===== src/rtl/alu_seq_pkg.sv =====
// Shared state enum, opcode encodings and op-class helpers for alu_op_sequencer.
// Build option ALU_SEQ_MULDIV_EN makes MUL/DIV legal; otherwise they decode as illegal.
package alu_seq_pkg;

  localparam int OP_W  = 5;
  localparam int REG_W = 4;

  typedef enum logic [2:0] {
    S_IDLE   = 3'd0,
    S_T_Y    = 3'd1,
    S_T_EXEC = 3'd2,
    S_T_ZLO  = 3'd3,
    S_T_ZHI  = 3'd4,
    S_DONE   = 3'd5
  } alu_seq_state_e;

  localparam logic [OP_W-1:0] OP_ADD = 5'b00011;
  localparam logic [OP_W-1:0] OP_SUB = 5'b00100;
  localparam logic [OP_W-1:0] OP_AND = 5'b00101;
  localparam logic [OP_W-1:0] OP_OR  = 5'b00110;
  localparam logic [OP_W-1:0] OP_SHR = 5'b00111;
  localparam logic [OP_W-1:0] OP_SHL = 5'b01000;
  localparam logic [OP_W-1:0] OP_NEG = 5'b01001;  // matches existing datapath encoding
  localparam logic [OP_W-1:0] OP_NOT = 5'b01010;
  localparam logic [OP_W-1:0] OP_MUL = 5'b01110;
  localparam logic [OP_W-1:0] OP_DIV = 5'b01111;

  function automatic logic is_unary(input logic [OP_W-1:0] op);
    return (op == OP_NEG) || (op == OP_NOT);
  endfunction

  function automatic logic is_muldiv(input logic [OP_W-1:0] op);
    return (op == OP_MUL) || (op == OP_DIV);
  endfunction

  function automatic logic is_legal(input logic [OP_W-1:0] op);
    logic legal;
    case (op)
      OP_ADD, OP_SUB, OP_AND, OP_OR, OP_SHR, OP_SHL, OP_NEG, OP_NOT: legal = 1'b1;
`ifdef ALU_SEQ_MULDIV_EN
      OP_MUL, OP_DIV: legal = 1'b1;
`endif
      default: legal = 1'b0;
    endcase
    return legal;
  endfunction

endpackage


===== src/rtl/reg_onehot_dec.sv =====
// 4-to-16 one-hot register select decoder; all-zero output when disabled.
module reg_onehot_dec
  import alu_seq_pkg::*;
(
  input  logic               en_i,
  input  logic [REG_W-1:0]   sel_i,
  output logic [15:0]        onehot_o
);

  always_comb begin
    onehot_o = '0;
    if (en_i) onehot_o[sel_i] = 1'b1;
  end

endmodule


===== src/rtl/alu_op_sequencer.sv =====
// Strobe sequencer for register-to-register ALU instructions of the mini CPU datapath.
// ALU_SEQ_MULDIV_EN adds the T_ZHI step with LO-then-HI writeback for MUL/DIV.
//
// Handshake: start is taken on a rising edge only while ready=1 (IDLE); the fields
// are latched on that edge and starts in any other state are dropped, not queued.
module alu_op_sequencer
  import alu_seq_pkg::*;
(
  input  logic               Clock,
  input  logic               clear,
  input  logic               start,
  input  logic [OP_W-1:0]    op,
  input  logic [REG_W-1:0]   ra,
  input  logic [REG_W-1:0]   rb,
  input  logic [REG_W-1:0]   rc,
  output logic               ready,
  output logic               done,
  output logic               illegal,
  output logic [OP_W-1:0]    alu_op,
  output logic [15:0]        Rout,
  output logic [15:0]        Rin,
  output logic               Yin,
  output logic               ZHighin,
  output logic               Zlowin,
  output logic               Zlowout,
  output logic               Zhighout,
  output logic               HIin,
  output logic               LOin,
  output alu_seq_state_e     state_dbg
);

  alu_seq_state_e   state_q, state_d;
  logic [OP_W-1:0]  op_q;
  logic [REG_W-1:0] ra_q, rb_q, rc_q;
  logic             illegal_q;
  logic             accept;

  logic             rout_en, rin_en;
  logic [REG_W-1:0] rout_sel, rin_sel;

  assign accept    = (state_q == S_IDLE) && start;
  assign state_dbg = state_q;

  always_ff @(posedge Clock) begin
    if (clear) begin
      state_q   <= S_IDLE;
      op_q      <= '0;
      ra_q      <= '0;
      rb_q      <= '0;
      rc_q      <= '0;
      illegal_q <= 1'b0;
    end else begin
      state_q <= state_d;
      if (accept) begin
        op_q      <= op;
        ra_q      <= ra;
        rb_q      <= rb;
        rc_q      <= rc;
        illegal_q <= !is_legal(op);
      end
    end
  end

  always_comb begin
    state_d  = state_q;
    ready    = 1'b0;
    done     = 1'b0;
    illegal  = 1'b0;
    alu_op   = '0;
    rout_en  = 1'b0;
    rout_sel = rb_q;
    rin_en   = 1'b0;
    rin_sel  = ra_q;
    Yin      = 1'b0;
    ZHighin  = 1'b0;
    Zlowin   = 1'b0;
    Zlowout  = 1'b0;
    Zhighout = 1'b0;
    HIin     = 1'b0;
    LOin     = 1'b0;

    case (state_q)
      S_IDLE: begin
        ready = 1'b1;
        if (start) begin
          if (!is_legal(op))    state_d = S_DONE;
          else if (is_unary(op)) state_d = S_T_EXEC;
          else                   state_d = S_T_Y;
        end
      end
      S_T_Y: begin
        rout_en = 1'b1;
        Yin     = 1'b1;
        state_d = S_T_EXEC;
      end
      S_T_EXEC: begin
        // Unary ops take their only operand from rb straight onto the bus.
        rout_en  = 1'b1;
        rout_sel = is_unary(op_q) ? rb_q : rc_q;
        ZHighin  = 1'b1;
        Zlowin   = 1'b1;
        alu_op   = op_q;
        state_d  = S_T_ZLO;
      end
      S_T_ZLO: begin
        Zlowout = 1'b1;
        alu_op  = op_q;
        state_d = S_DONE;
`ifdef ALU_SEQ_MULDIV_EN
        if (is_muldiv(op_q)) begin
          LOin    = 1'b1;
          state_d = S_T_ZHI;
        end else
`endif
        begin
          rin_en = 1'b1;
        end
      end
`ifdef ALU_SEQ_MULDIV_EN
      S_T_ZHI: begin
        Zhighout = 1'b1;
        HIin     = 1'b1;
        alu_op   = op_q;
        state_d  = S_DONE;
      end
`endif
      S_DONE: begin
        done    = 1'b1;
        illegal = illegal_q;
        alu_op  = illegal_q ? '0 : op_q;
        state_d = S_IDLE;
      end
      default: state_d = S_IDLE;
    endcase
  end

  reg_onehot_dec u_rout_dec (
    .en_i     (rout_en),
    .sel_i    (rout_sel),
    .onehot_o (Rout)
  );

  reg_onehot_dec u_rin_dec (
    .en_i     (rin_en),
    .sel_i    (rin_sel),
    .onehot_o (Rin)
  );

endmodule


===== config.mk =====
export PLATFORM = sky130hd
export DESIGN_NAME = alu_op_sequencer
export DESIGN_NICKNAME = d
export VERILOG_FILES = /design/src/rtl/alu_seq_pkg.sv /design/src/rtl/reg_onehot_dec.sv /design/src/rtl/alu_op_sequencer.sv
export SDC_FILE = /design/constraint.sdc
export NUM_CORES = 1
export LEC_CHECK = 0
export BUFFER_PORTS_ARGS = -buffer_cell sky130_fd_sc_hd__buf_4
export CORE_MARGIN = 2
export CORE_UTILIZATION = 40
export CTS_BUF_LIST = sky130_fd_sc_hd__clkbuf_8
export DETAILED_ROUTE_END_ITERATION = 7
export PLACE_DENSITY = 0.73
export SLEW_MARGIN = 20
export SYNTH_ARGS = -nofsm -noshare
export SYNTH_HDL_FRONTEND = slang
export SYNTH_SLANG_ARGS = --single-unit

===== constraint.sdc =====
create_clock -name Clock -period 5.2 [get_ports Clock]
set_clock_uncertainty 0.1 [all_clocks]
set_input_delay 0.78 -clock Clock [delete_from_list [all_inputs] [get_ports Clock]]
set_output_delay 0.78 -clock Clock [all_outputs]
set_load 0.005 [all_outputs]

==> impl_metrics.json, run 1 <==
{
  "synth_seq_cells": 21,
  "p_per_area_nw_per_um2": 233.1,
  "reg2reg_depth": 4,
  "cts_tree": "yes",
  "met2_usage": 0.3214,
  "drc": 0,
  "grt_max_degree": 20,
  "routed_via_density": 5.026,
  "synth_seq_area_share": 0.3363,
  "start_util": 0.4163,
  "end_kind": "primary output",
  "drive_gt1_frac": 0.3151,
  "nNetsFinal": 259,
  "final_cell_mix": "66 x buf_4, 40 x nand2_1, 22 x nor3_1",
  "rsz0062_at_grt": "no",
  "worst-path-buf-inv": 1,
  "synth_xor_xnor_area_share": 0.02102,
  "top_usage_layer": "met2",
  "setup_violations": 0,
  "synth_top_area_cell": "dfxtp_1",
  "initialDrtViolationCount": 38,
  "critPathTopFamily": "compound AO/OA/AOI/OAI gates",
  "dp_hpwl_mm": 2.464,
  "hold_class": "reg2reg",
  "status": "complete, no violations",
  "period_needed_ps": 3438,
  "ctsLongestPathBuffers": 2,
  "path_clk_slew_ps": 80,
  "synthCells": 177,
  "synth_mux_area_frac": 0.05305,
  "n_antenna_cell": 0,
  "setup_tns_ps": 0,
  "cts_resized": 0,
  "min_period_over_period": 0.6612,
  "hold_depth": 2,
  "met3_usage": 0.02381,
  "max_freq_ghz": 0.2908,
  "yosys.area_share.simple": 0.3964,
  "synthAdderAreaFrac": 0,
  "post_drt_wl_per_cell_um": 12.37,
  "io_buffers": 66,
  "syn-cell-area_um2": 1250,
  "die_area_um2": 3588,
  "yosysWarnings": 0,
  "cts_hold_buffers": 0,
  "worst_pin_slew_ps": 775.5,
  "antenna_found_initial": 0,
  "numCtsBuffers": 3,
  "netlist_top_cells_area": "dfxtp_1 34%, nand2_1 12%, nor3_1 8.8%, a21oi_1 7.6%, nor2_1 5.4%",
  "post-cts-setup-buffers": 0,
  "overflow": 0,
  "synth_compound_area_frac": 0.1311,
  "dr.pass1.iters": 4,
  "route.vias.total": 1362,
  "cts-root-buf": "clkbuf_8",
  "vdd_ir_drop_max_v": 0.0001360,
  "hold_viol": 0,
  "path_max_fanout": 9,
  "setup.worst_path.start_class": "flop",
  "cts.sinks": 21,
  "p_leak_nw": 0.7640,
  "clk_latency_ps": 250,
  "avgSynthCellArea_um2": 7.062,
  "areaGrowthSynthToFinish_pct": 42.24,
  "crit_chain": "nor3b_2 > a21boi_1 > a22oi_1 > nor3_1 > buf_4",
  "fp.dieW_um": 59.90,
  "slew_violations": 0,
  "ant_nets": 0,
  "core_um2": 3003,
  "fin_hold_ws_ps": 373.3,
  "yosys.area.top_type_share": 0.3363,
  "die_y_um": 59.90,
  "cp.required_ps": 4320,
  "grtUsageMet1": 0.2407,
  "cpMaxStageDelayCell": "a21boi_1",
  "crit_cells": 5,
  "arrival_ps": 2560,
  "max_stage_delay_ps": 690,
  "place_congestion": 0.7752,
  "drt_wl_total_mm": 3.351,
  "critPathKind": "reg2out",
  "cts_htree_levels": 1,
  "grt_pass1_vias": 1149,
  "grt_pass1_wl_mm": 5.230,
  "final_common_cell": "buf_4",
  "synth_cell_types": 32,
  "synth_top_family_by_area": "simple AND/OR/NAND/NOR gates",
  "maxCapViolCount": 0,
  "slew_headroom": 0.4819,
  "rows": 20,
  "gr-usage-all-layers": 0.1879,
  "num_io_pins": 70
}
[power breakdown]
part	internal, W	switching (W)
Sequential	0.000176	0.0000177
Clock	0.0000533	0.0000538
Combinational	0.0000520	0.0000617
Total	0.000281	0.000133
[layout make-up]
cell class | instances | area [um^2]
Clock buffer | 3 | 41.29
Clock inverter | 1 | 5.005
Fill cell | 329 | 1225
Inverter | 3 | 11.26
Multi-Input combinational cell | 144 | 763.2
Sequential cell | 21 | 420.4
Tap cell | 33 | 41.29
Timing Repair Buffer | 66 | 495.5
[sequential cells by signal, indices dropped and copies added, names as in the netlist]
signal and flops:
op_q 5, ra_q 4, rb_q 4, rc_q 4, state_dbg 3, illegal_q 1
[cells by family (layout without fill, tap and decap cells)]
family,count (synthesis),in the layout
and+or+nand+nor,104,104
AOI/OAI and AO/OA,28,28
DFF,21,21
buffers and inverters,14,73
muxes,6,6
xor gates and xnor gates,3,3
other,1,3
[worst min-delay path, stage by stage (launching register included)]
cell,delay [ps]
dfxtp_1,320
nand2_1,50
a21oi_1,50
[worst paths after layout]
| path | end | start | slack, ps |
|---|---|---|---|
| worst max register to register | illegal_q | state_dbg[0] | 3400 |
| worst min register to register | rb_q[1] | rb_q[1] | 370 |
| worst max-delay path | Rout[5] | state_dbg[1] | 1760 |
| worst min-delay path | rb_q[1] | rb_q[1] | 370 |
[stage by stage]
stage / total power, W / setup slack, ps / cells / util / cell area [um^2]
after floorplan: 0.0002680 / 2630 / 179 / - / 1257
after global placement: 0.0003091 / 2163 / 267 / 0.5767 / 1732
after detailed placement: 0.0003104 / 2093 / 267 / 0.5767 / 1732
after CTS: 0.0004184 / 1756 / 271 / 0.5921 / 1778
after global routing: 0.0004402 / 1505 / 271 / 0.5921 / 1778
final: 0.0004144 / 1762 / 271 / 0.5921 / 1778
[synth_stat cells]
master and number:
a21boi_0 2, o21a_1 1, nor2_1 18, mux2i_1 3
mux2_2 2, nor4b_1 1, or4_1 1, inv_1 3
clkbuf_1 4, nor3_1 22, nand2b_1 2, xor2_1 2
conb_1 1, nor3b_2 1, buf_2 2, o211ai_1 1
nand3_1 1, and2_1 2, buf_4 5, a31o_2 1
nand3b_1 2, a21boi_1 1, and3b_1 1, a22oi_1 2
nand2_1 40, a21oi_1 19, nor3b_1 3, nor2b_1 10
a211oi_1 1, mux2i_2 1, xnor2_1 1, dfxtp_1 21
[layer usage]
metal	wire length [um]	share of wire
met1	1540	0.46
met2	1600	0.48
met3	171	0.051
met4	39	0.012
met5	0	0
Note: power is estimated with default switching activity, not from simulation.
==> run 2, diff against run 1 <==
Clock period 5.2 ns to 3.45 ns, I/O delays scaled along.
==> impl_metrics.json, run 2 (synthesis gave the netlist of run 1 again) <==
{
  "status": "complete, no violations",
  "cts_resized": 0,
  "p_int_w": 0.0004241,
  "p_comb_frac": 0.279,
  "p_leak_nw": 0.7708,
  "routed_via_density": 5.154,
  "dp_hpwl_mm": 2.459,
  "cts_tree": "yes",
  "vdd_ir_drop_max_v": 0.0002084,
  "maxCapViolCount": 0,
  "place_congestion": 0.8092,
  "drt_wl_total_mm": 3.265,
  "post-cts-setup-buffers": 0,
  "end_kind": "primary output",
  "max_freq_ghz": 0.3591,
  "grt_max_degree": 20,
  "power_w": 0.0006210,
  "setup.worst_path.start_class": "flop",
  "path_max_fanout": 9,
  "crit_chain": "nor3b_2 > a21boi_1 > buf_4 > mux2_2 > nor3_1 > buf_4",
  "p_sw_frac": 0.3171,
  "min_period_over_period": 0.8071,
  "slew_headroom": 0.5582,
  "setup_tns_ps": 0,
  "postLayoutCoreUtil": 0.5942,
  "rsz0062_at_grt": "no",
  "gr-usage-all-layers": 0.1752,
  "post_dp_cell_area_um2": 1739,
  "placed_cells": 268,
  "switching_power_w": 0.0001969,
  "cts_hold_buffers": 0,
  "regMostFlops": "op_q",
  "drc": 0,
  "worst_pin_slew_ps": 661.1,
  "start_util": 0.4163,
  "drive_gt1_frac": 0.3138,
  "core_um2": 3003,
  "nNetsFinal": 260,
  "numCtsBuffers": 3,
  "critPathKind": "reg2out",
  "dr.pass1.iters": 4,
  "reg2reg_slack_ps": 1670,
  "areaGrowthSynthToFinish_pct": 42.74,
  "cts.sinks": 21,
  "cts_htree_levels": 1,
  "cp.required_ps": 2830,
  "setup_violations": 0,
  "path_clk_slew_ps": 80,
  "grt_pass1_vias": 1090,
  "grt_pass1_wl_mm": 4.919,
  "period_needed_ps": 2784,
  "io_buffers": 66,
  "crit_path_frequent_cell": "buf_4",
  "route.vias.total": 1402,
  "p_per_area_nw_per_um2": 348.0,
  "final_cells": 272,
  "hold_viol": 0,
  "n_antenna_cell": 0,
  "cpMaxStageDelayCell": "dfxtp_1",
  "post_drt_wl_per_cell_um": 12.00,
  "fillers": 300,
  "initialDrtViolationCount": 47,
  "slew_violations": 0,
  "p_clk_frac": 0.252,
  "hold_class": "reg2reg",
  "multi_input_area_um2": 763.2,
  "die_y_um": 59.90,
  "overflow": 0,
  "ctsLongestPathBuffers": 2,
  "cts-root-buf": "clkbuf_8",
  "register_area_um2": 420.4,
  "fp.dieW_um": 59.90,
  "clk_latency_ps": 250,
  "final_cell_mix": "67 x buf_4, 40 x nand2_1, 22 x nor3_1",
  "max_stage_delay_ps": 470,
  "ant_nets": 0,
  "die_area_um2": 3588,
  "arrival_ps": 2170,
  "antenna_found_initial": 0,
  "design_area_um2": 1784,
  "largest_reg_flops": 5,
  "rows": 20,
  "num_io_pins": 70,
  "final_common_cell": "buf_4",
  "seqPwrFrac": 0.469
}
[run 2: cell types whose count changed in the layout (fill, tap and decap cells not counted), sizes merged]
cell    before  now
clkinv       1    0
inv          3    4
buf         66   67
[run 2: path summary, 6_finish.rpt]
path | end | cells past startpoint | startpoint
worst min-delay path | rb_q[1] | 2 | rb_q[1]
worst max-delay path | Rout[6] | 6 | state_dbg[1]
worst max register to register | illegal_q | 4 | state_dbg[0]
worst min register to register | rb_q[1] | 2 | rb_q[1]
[run 2: cell type report]
class / instances / area share
clock buffers: 3 / 0.02314
clock inverters: 1 / 0.002104
inverters: 3 / 0.006311
multi-input cells: 144 / 0.4278
flip-flops and latches: 21 / 0.2356
well taps: 33 / 0.02314
repair buffers: 67 / 0.2819
[run 2: metrics by stage]
step	setup WS (ps)	hold slack (ps)
3_3_place_gp	1029	358.5
5_1_grt	462.9	386.0
2_1_floorplan	1142	339.9
4_1_cts	676.5	373.9
3_5_place_dp	965.3	359.8
6_report	665.6	371.9
[run 2: power groups by stage]
stage               combinational (W)  sequential, W  clock (W)
detailed placement           0.000174       0.000297          0
finish                       0.000173       0.000291   0.000156
floorplan                    0.000114       0.000290          0
global route                 0.000192       0.000295   0.000174
CTS                          0.000174       0.000291   0.000160
global placement             0.000172       0.000296          0
[run 2: metal layers]
layer,vias to the layer above,routed length [um],track usage
li1,718,-,-
met1,627,1416,0.2271
met2,49,1610,0.2950
met3,8,170,0.02381
met4,0,67,0.06349
met5,-,0,0
[run 2: worst max-delay path: cells and delay by family (launching register included)]
kind                   cells  cell delay [ps]
AND/OR/NAND/NOR            2              510
AO/OA/AOI/OAI              1              200
flip-flops                 1              470
multiplexers               1              410
buffers and inverters      2              330
==> run 3, diff against run 2 <==
Settings changed: ABC_AREA set to 1, PLACE_DENSITY 0.73 to 0.76.
Clock period 3.45 ns to 2.5 ns, I/O delays scaled along.
==> impl_metrics.json, run 3 <==
{
  "status": "complete, no violations",
  "n_antenna_cell": 0,
  "synth_cell_types": 27,
  "vdd_ir_drop_max_v": 0.0005851,
  "path_max_fanout": 6,
  "drt_wl_total_mm": 3.220,
  "start_util": 0.4178,
  "cts-root-buf": "clkbuf_8",
  "synth_seq_area_share": 0.3323,
  "fillers": 321,
  "num_io_pins": 70,
  "dr.pass1.iters": 4,
  "cts_resized": 0,
  "synth_top_area_cell": "dfxtp_1",
  "cts.sinks": 21,
  "placed_cells": 301,
  "drc": 0,
  "grt_pass1_wl_mm": 5.181,
  "slew_violations": 0,
  "maxCapViolCount": 0,
  "netlist_top_cells_area": "dfxtp_1 33%, nor2_1 12%, a21oi_1 8.3%, nand2_1 8.3%, inv_1 6.8%",
  "io_buffers": 66,
  "final_common_cell": "buf_4",
  "synth_most_common_cell": "nor2_1",
  "avgSynthCellArea_um2": 6.389,
  "p_leak_nw": 0.8813,
  "synth_top_flop_cell": "dfxtp_1",
  "worstHoldStart": "clear",
  "max_freq_ghz": 0.4618,
  "die_y_um": 60.24,
  "fp.dieW_um": 60.24,
  "areaGrowthSynthToFinish_pct": 42.73,
  "final_cell_mix": "66 x buf_4, 42 x nor2_1, 28 x nand2_1",
  "met3_usage": 0.03896,
  "synth_edf_count": 0,
  "syn-cell-area_um2": 1265,
  "grt_max_degree": 37,
  "met2_usage": 0.3323,
  "yosys.area.top_type_share": 0.3323,
  "synthCells": 198,
  "synth_seq_cells": 21,
  "clk_latency_ps": 260,
  "gr-usage-all-layers": 0.1878,
  "largest_reg_flops": 5,
  "synth_common_cells": "42 x nor2_1, 28 x nand2_1, 23 x inv_1, 21 x a21oi_1, 21 x dfxtp_1",
  "end_kind": "primary output",
  "regToRegStartpoint": "state_dbg[0]",
  "post_drt_wl_per_cell_um": 10.56,
  "grtUsageMet1": 0.2240,
  "cts_hold_buffers": 0,
  "route.vias.total": 1411,
  "cp.required_ps": 2030,
  "period_needed_ps": 2165,
  "initialDrtViolationCount": 69,
  "place_congestion": 0.7938,
  "critPathKind": "reg2out",
  "die_area_um2": 3628,
  "core_um2": 3028,
  "regMostFlops": "op_q",
  "setup_tns_ps": 0,
  "setup_violations": 0,
  "hold_viol": 0,
  "path_clk_slew_ps": 80,
  "final_cells": 305,
  "drive_gt1_frac": 0.3180,
  "ctsLongestPathBuffers": 2,
  "numCtsBuffers": 3,
  "cts_tree": "yes",
  "p_per_area_nw_per_um2": 836.9,
  "grt_pass1_vias": 1240,
  "top_usage_layer": "met2",
  "async_reset_ff_frac": 0,
  "routed_via_density": 4.626,
  "rows": 20,
  "antenna_found_initial": 0,
  "startpoint": "state_dbg[0]",
  "post-cts-setup-buffers": 0,
  "setup.worst_path.start_class": "flop",
  "min_period_over_period": 0.8662,
  "ant_nets": 0,
  "rsz0062_at_grt": "no",
  "dp_hpwl_mm": 2.540,
  "overflow": 0,
  "hold_class": "in2reg",
  "arrival_ps": 1690,
  "cts_htree_levels": 1,
  "yosysWarnings": 0,
  "nNetsFinal": 282
}
run 3: layout make-up:
| type | count | area (um^2) | share of cell area |
|---|---|---|---|
| clock buffer | 3 | 41.29 | 0.02287 |
| clock inverter | 1 | 3.754 | 0.002079 |
| inverter | 27 | 101.3 | 0.05613 |
| multi-input combinational | 143 | 688.2 | 0.3812 |
| sequential | 21 | 420.4 | 0.2328 |
| tap | 44 | 55.05 | 0.03049 |
| timing repair buffer | 66 | 495.5 | 0.2744 |
run 3: per-layer routing:
layer  part of all wire  wire, um
met1               0.44      1417
met2               0.50      1596
met3              0.056       179
met4             0.0084        27
met5                  0         0
run 3: power by group:
part           switching, W  internal [W]  total, W  leakage, nW
logic              0.000484      0.000284  0.000767        0.681
registers         0.0000786      0.000448  0.000526        0.174
clock network      0.000108      0.000109  0.000217       0.0269
run 3: through the flow:
| step | utilization | total power (W) | hold slack, ps | instance area, um^2 | worst slack (ps) |
|---|---|---|---|---|---|
| global placement | 0.5814 | 0.001297 | 354.1 | 1760 | 617.3 |
| CTS | 0.5963 | 0.001524 | 255.2 | 1805 | 341.6 |
| finish | 0.5963 | 0.001511 | 258.6 | 1805 | 334.6 |
| detailed placement | 0.5814 | 0.001303 | 358.8 | 1760 | 648.2 |
| global route | 0.5963 | 0.001655 | 261.0 | 1805 | 122.6 |
| floorplan | - | 0.001078 | 334.1 | 1272 | 818.0 |
run 3: worst paths after layout:
kind          endpoint  slack [ps]  depth (start not counted)
min          illegal_q         260                          3
max reg2reg    op_q[1]        1030                          6
max             Rin[6]         330                          5
min reg2reg    rb_q[3]         370                          2
run 3: worst max-delay path: stages, from the launching register on:
cell and delay [ps]:
dfxtp_1 500, inv_2 100, nor2_1 340, nand3_1 210, nor2_1 160, buf_4 130
run 3: kinds of logic after synthesis:
kind of cell           count (synthesis)  synth area share
AO/OA/AOI/OAI                         46            0.2008
buffers and inverters                 36            0.1296
flip-flops                            21            0.3323
other                                  1          0.002965
AND/OR/NAND/NOR                       94            0.3343
